==> src/rtl/uart_rx.sv <==
// UART receiver: 1 start bit, WIDTH data bits LSB first, 1 stop bit, idle high.
// Mid-bit sampling, one-entry output register with valid/read handshake,
// framing-error pulse and sticky overrun flag.
`timescale 1ns/1ps

module uart_rx #(
    parameter int unsigned WIDTH = 8
) (
    input  logic             clock,
    input  logic             reset,
    input  logic [15:0]      clock_divider,
    input  logic             rx,
    input  logic             read_en,
    output logic [WIDTH-1:0] data_out,
    output logic             data_valid,
    output logic             framing_error,
    output logic             overrun
);

    localparam int unsigned CNT_W = 16;
    localparam int unsigned IDX_W = 4;

    typedef enum logic [2:0] {
        S_IDLE,
        S_START,
        S_DATA,
        S_STOP,
        S_WAIT_HIGH
    } state_e;

    logic             rx_meta_q;
    logic             rxs_q;
    state_e           state_q, state_d;
    logic [CNT_W-1:0] div_q, div_d;
    logic [CNT_W-1:0] cnt_q, cnt_d;
    logic [IDX_W-1:0] idx_q, idx_d;
    logic [WIDTH-1:0] shift_q, shift_d;
    logic             done_q, done_d;
    logic [WIDTH-1:0] data_q, data_d;
    logic             valid_q, valid_d;
    logic             fe_q, fe_d;
    logic             ovr_q, ovr_d;

    assign data_out      = data_q;
    assign data_valid    = valid_q;
    assign framing_error = fe_q;
    assign overrun       = ovr_q;

    // Two-flop synchronizer for the asynchronous serial line, idles high.
    always_ff @(posedge clock or posedge reset) begin
        if (reset) begin
            rx_meta_q <= 1'b1;
            rxs_q     <= 1'b1;
        end else begin
            rx_meta_q <= rx;
            rxs_q     <= rx_meta_q;
        end
    end

    // State and datapath registers.
    always_ff @(posedge clock or posedge reset) begin
        if (reset) begin
            state_q <= S_IDLE;
            div_q   <= '0;
            cnt_q   <= '0;
            idx_q   <= '0;
            shift_q <= '0;
            done_q  <= 1'b0;
            data_q  <= '0;
            valid_q <= 1'b0;
            fe_q    <= 1'b0;
            ovr_q   <= 1'b0;
        end else begin
            state_q <= state_d;
            div_q   <= div_d;
            cnt_q   <= cnt_d;
            idx_q   <= idx_d;
            shift_q <= shift_d;
            done_q  <= done_d;
            data_q  <= data_d;
            valid_q <= valid_d;
            fe_q    <= fe_d;
            ovr_q   <= ovr_d;
        end
    end

    // Frame FSM plus delivery/read handling of the output register.
    always_comb begin
        state_d = state_q;
        div_d   = div_q;
        cnt_d   = cnt_q + CNT_W'(1);
        idx_d   = idx_q;
        shift_d = shift_q;
        done_d  = 1'b0;
        fe_d    = 1'b0;
        data_d  = data_q;
        valid_d = valid_q;
        ovr_d   = ovr_q;

        case (state_q)
            S_IDLE: begin
                cnt_d = '0;
                if (!rxs_q) begin
                    state_d = S_START;
                    div_d   = clock_divider;
                end
            end
            S_START: begin
                // Confirm the start bit at its centre; a high line is a glitch.
                if (cnt_q == (div_q >> 1)) begin
                    cnt_d = '0;
                    if (!rxs_q) begin
                        state_d = S_DATA;
                        idx_d   = '0;
                    end else begin
                        state_d = S_IDLE;
                    end
                end
            end
            S_DATA: begin
                if (cnt_q == div_q) begin
                    cnt_d          = '0;
                    shift_d        = shift_q >> 1;
                    shift_d[WIDTH-1] = rxs_q;
                    idx_d          = idx_q + IDX_W'(1);
                    if (idx_q == IDX_W'(WIDTH - 1)) begin
                        state_d = S_STOP;
                    end
                end
            end
            S_STOP: begin
                if (cnt_q == div_q) begin
                    cnt_d = '0;
                    if (rxs_q) begin
                        done_d  = 1'b1;
                        state_d = S_IDLE;
                    end else begin
                        fe_d    = 1'b1;
                        state_d = S_WAIT_HIGH;
                    end
                end
            end
            S_WAIT_HIGH: begin
                // Hold off through a break so a low line cannot retrigger frames.
                cnt_d = '0;
                if (rxs_q) begin
                    state_d = S_IDLE;
                end
            end
            default: begin
                cnt_d   = '0;
                state_d = S_IDLE;
            end
        endcase

        if (done_q) begin
            if (!valid_q) begin
                data_d  = shift_q;
                valid_d = 1'b1;
            end else if (read_en) begin
                data_d = shift_q;
                ovr_d  = 1'b0;
            end else begin
                ovr_d = 1'b1;
            end
        end else if (read_en && valid_q) begin
            valid_d = 1'b0;
            ovr_d   = 1'b0;
        end
    end

endmodule
==> config.mk <==
export PLATFORM = sky130hd
export DESIGN_NAME = uart_rx
export DESIGN_NICKNAME = d
export VERILOG_FILES = /design/src/rtl/uart_rx.sv
export SDC_FILE = /design/constraint.sdc
export NUM_CORES = 1
export LEC_CHECK = 0
export ABC_CLOCK_PERIOD_IN_PS = 5400
export CORE_ASPECT_RATIO = 2
export CORE_MARGIN = 5
export CORE_UTILIZATION = 40
export CTS_CLUSTER_SIZE = 24
export DETAILED_ROUTE_END_ITERATION = 10
export PLACE_DENSITY = 0.64
export SLEW_MARGIN = 20
export SYNTH_ARGS = -nofsm -noshare
export SYNTH_HDL_FRONTEND = slang
export SYNTH_SLANG_ARGS = --single-unit
==> constraint.sdc <==
create_clock -name clock -period 5.4 [get_ports clock]
set_input_delay 0.54 -clock clock [delete_from_list [all_inputs] [get_ports clock]]
set_output_delay 0.54 -clock clock [all_outputs]
set_load 0.02 [all_outputs]
### Word-level counts from Yosys, hierarchy flattened

Index checks and enable logic that the tools add are counted.

| word-level totals | value |
|---|---|
| register bits after elaboration | 61 |
| input port bits | 20 |
| word-level logic and storage cells | 71 |

| operators by class | value |
|---|---|
| $add $sub $neg | 2 |
| equal/unequal tests | 16 |
| mux-type cells | 29 |
| bitwise gates (word level) | 1 |
| reductions and logical operators | 11 |

Operators by type and width:

| kind | count |
|---|---|
| 16-bit 2-to-1 mux | 2 |
| 16-bit case mux with 2 select lines | 1 |
| 3-bit 2-to-1 mux | 7 |
| 16-bit by 1-bit adder with 16-bit output, second input constant | 1 |
| 16-bit by 15-bit equality test with 1-bit output | 1 |
| 16-bit equality test | 1 |
| 8-bit 2-to-1 mux | 2 |
| 2-bit != test, second input constant | 8 |
| 3-bit case mux with 5 select lines | 1 |
| 4-bit 2-to-1 mux | 3 |
| 1-bit 2-to-1 mux | 11 |
| 4-bit case mux with 2 select lines | 1 |
| 2-bit AND reduction | 4 |
| 3-bit by 2-bit equality test with 1-bit output, second input constant | 2 |
| 6-bit AND reduction | 1 |
| 4-bit by 1-bit adder with 4-bit output, second input constant | 1 |
| 4-bit by 3-bit equality test with 1-bit output, second input constant | 1 |
| 4-bit AND reduction | 1 |
| 2-bit nonzero test | 2 |
| 3-bit by 1-bit equality test with 1-bit output, second input constant | 1 |
| 3-bit equality test, second input constant | 1 |
| 3-bit logical NOT | 1 |
| 2-bit 2-to-1 mux | 1 |
| 2-bit by 1-bit != test with 1-bit output, second input constant | 1 |
| 3 further kinds | 3 |

### Logic depth before layout (Yosys ltp)

| logic depth | value |
|---|---|
| depth after elaboration | 4 |
| mapped depth | 7 |

### Worst setup path before layout

OpenSTA, ideal clock, no wires.

| path | value |
|---|---|
| path kind | reg2reg |
| from | register cnt_q[3] |
| to | register shift_q[7] |
| setup time | 125 ps |
| arrival time | 1666 ps |
| path slack | 3609 ps |
| cell stages (with the launch flop) | 7 |
| path buffers | 1 |
| path through | dfrtp_1 -> buf_6 -> xnor2_2 -> nand4_2 -> nor4_4 -> nand2_4 -> mux2_4 |

| on the way | value |
|---|---|
| word-level cells in the longest chain between the ends | 2 |

Ends and longest elaborated chain:

| item | line | text |
|---|---|---|
| from (decl) | 35 | `logic [CNT_W-1:0] cnt_q, cnt_d;` |
| from (signal assigned) | 76 | `cnt_q <= cnt_d;` |
| 16-bit equality test | 121 | `if (cnt_q == div_q) begin` |
| 2-bit AND reduction (no source line) | -- |  |
| to (signal assigned) | 78 | `shift_q <= shift_d;` |
| to (decl) | 37 | `logic [WIDTH-1:0] shift_q, shift_d;` |

No other way between the ends.
A chain may end at the register's enable or synchronous reset.

### Worst setup path after layout

| path | value |
|---|---|
| from | register cnt_q[10] |
| to | register shift_q[0] |

The elaborated chain is that of the path after synthesis.

==> impl_metrics.toml <==
[status]
status = "finished, final reports clean"

[detailed_routing]
wl_per_cell_microns = 15.9
dr_total_vias = 1978
antenna_left = 0
drt-total-wl_mm = 6.04
drt-initial-drc-count = 56
dr.pass1.iters = 4
routed_via_density = 5.22
drc = 0

[worst_setup_path]
crit_path_max_fanout = 12
r2r_start = "cnt_q[10]"
worstPathRequired_ns = 5.61
r2r_cells = 5
r2r_end = "shift_q[0]"
worst_ep_arrival_time_ns = 2.60
end_kind = "flip-flop"
r2r_slack_ns = 3.01
path_class = "flip-flop to flip-flop"
crit_path_start_kind = "flip-flop"

[timing]
final.min_clock_period_ns = 2.39
setup_ws_ns = 3.01
clock_skew_ns = 0.00395
hold_viol = 0
relSlewSlack_pct = 30.5
finalCritPeriodShare_pct = 44.2
final.setup.tns_ns = 0
setup_viol = 0
maxSlewViolCount = 0
worst_pin_slew_ns = 1.04
rsz0062_at_grt = "false"
max_freq_mhz = 419

[clock_tree]
cts.htree.levels = 3
cts_resized = 0
cts.sinks = 61
cts_hold_buf = 0
cts-root-buf = "clkbuf_16"
insertion_delay_ns = 0.33
cts.path.max_buffers = 2
clk_pin_slew_worst_paths_ns = 0.05
postCtsSetupBuffers = 0
numCtsBuffers = 9
cts_tree = "yes"

[logic_synthesis]
synth_edf_count = 0
yosysSeqAreaShare_pct = 48.9
ys_ff_latch = 61
synth.area.top_cells = "dfrtp_1, mux2_2, xor2_1"
synth_area_sq_um = 3130
synthArstFlopShare_pct = 100
synth_mux_area_share_pct = 12.5
ys.flop_type = "dfrtp_1"
yosysMostFrequentCell = "dfrtp_1"
syn-num-nets = 274
synth_xor_area_share_pct = 14.1
synth_top_area_share_pct = 47.2
synth_top_family_by_area = "XOR/XNOR gates"
synthCells = 252
synthSimpleGateAreaFrac_pct = 13.8
yosys.area.top_type = "dfrtp_1"
synth.distinct_cells = 43
synth.avg_cell_area_sq_um = 12.4
synth_fa_ha_area_share_pct = 0.801
ys_warn_count = 0
synth_compound_area_share_pct = 5.32
yosys-top-cells-count = "dfrtp_1, mux2_2, xor2_1"

[grt]
grt_util_all_layers_pct = 13.9
antenna_found_initial = 0
overflow = 0
grt_pass1_vias = 2075
grt_pass1_wl_mm = 10.2
grt_max_degree = 62

[place]
dp_hpwl_mm = 4.46
dpl_worst_slack_ns = 3.00
io_buffers = 30
gp_congestion = 0.793

[die]
die_area_sq_um = 9790
start_util_pct = 41.1
dieHeight_microns = 135
core_area_sq_um = 7600
top_level_ports = 31
fp-row-count = 45
dieWidth_microns = 72.5

[min_path]
min_from = "rx_meta_q"
hold_class = "flip-flop to flip-flop"
holdPathStages = 0
whs_endpoint = "rxs_q"

[final_layout]
utilization_pct = 49.8
drive_above_1_share_pct = 23.5
diodes = 0
syn_to_final_growth_pct = 21.2
fin_nets = 302
fillCellCount = 688

[power_and_ir_drop]
vdd_drop_max_mv = 0.311
power.total_mw = 1.32
leakagePower_nw = 1.64
p_per_area_nw_per_um2 = 349

[run]
max-cap-violations = 0
[cell families (layout without fill, tap and decap cells)]
family          after synthesis  in the layout
simple gates                 69             69
flops                        61             61
xor+xnor                     46             46
mux                          32             32
buf+inv                      24             57
compound gates               18             18
fa+ha+maj                     2              2
[power by group]
part / internal, mW / switching (mW)
sequential: 0.488 / 0.0684
clock: 0.429 / 0.199
combinational: 0.0813 / 0.0547
[registers in the layout, indices dropped and copies added, names as in the netlist]
name	count
cnt_q	16
data_out	8
data_valid	1
div_q	16
done_q	1
framing_error	1
idx_q	4
overrun	1
rx_meta_q	1
rxs_q	1
shift_q	8
state_q	3
[layer usage]
| layer | track usage [%] | up-vias | wire, microns |
|---|---|---|---|
| met2 | 25.7 | 42 | 3470 |
| met4 | 8.32 | 0 | 224 |
| met5 | 0 | - | 0 |
| met3 | 3.43 | 16 | 228 |
| li1 | - | 938 | - |
| met1 | 13.4 | 982 | 2120 |
[critical path, stage by stage (launching register included)]
cell and delay [ns]:
dfrtp_1 0.46, xnor2_1 0.27, nand4_2 0.19, nor4_4 0.76, nand2_4 0.24, mux2_4 0.35
[layout make-up]
class | count | area (sq um) | area share [%]
inverters | 10 | 37.5 | 0.991
well taps | 94 | 118 | 3.11
repair buffers | 31 | 308 | 8.13
flip-flops and latches | 61 | 1530 | 40.4
clock inverters | 5 | 81.3 | 2.15
multi-input cells | 167 | 1460 | 38.6
clock buffers | 11 | 253 | 6.67
[per-stage QoR]
| stage | cells | hold slack [ns] | instance area (sq um) |
|---|---|---|---|
| floorplan | 252 | 0.345 | 3130 |
| global placement | 363 | 0.355 | 3450 |
| detailed placement | 363 | 0.354 | 3450 |
| CTS | 379 | 0.362 | 3790 |
| global route | 379 | 0.366 | 3790 |
| finish | 379 | 0.360 | 3790 |
[how the worst max path moves through the flow]
stage               from    endpoint
6_report       cnt_q[10]  shift_q[0]
5_1_grt        cnt_q[10]    cnt_q[3]
4_1_cts        cnt_q[10]  shift_q[0]
3_5_place_dp   cnt_q[10]  shift_q[3]
3_3_place_gp   cnt_q[10]  shift_q[0]
2_1_floorplan      reset    cnt_q[0]
[cell usage in the layout, fill, tap and decap left out, types with 3 or more instances in the layout]
| cell type | netlist | final |
|---|---|---|
| mux2_2 | 24 | 24 |
| xnor2_1 | 18 | 18 |
| xor2_1 | 23 | 23 |
| nand4_1 | 9 | 9 |
| xnor2_2 | 5 | 5 |
| a21oi_1 | 4 | 4 |
| o211ai_1 | 3 | 3 |
| nor2_1 | 5 | 5 |
| nor3_1 | 19 | 19 |
| inv_1 | 10 | 9 |
| dfrtp_1 | 59 | 59 |
| nand2_1 | 5 | 5 |
| clkdlybuf4s50_1 | 0 | 30 |
| nand3_1 | 8 | 8 |
| mux2_4 | 8 | 8 |
| clkbuf_16 | 0 | 9 |
| or3_1 | 3 | 3 |
| nand2b_1 | 3 | 3 |
| nor4_1 | 4 | 4 |
Power figures use the tool's default switching activity.
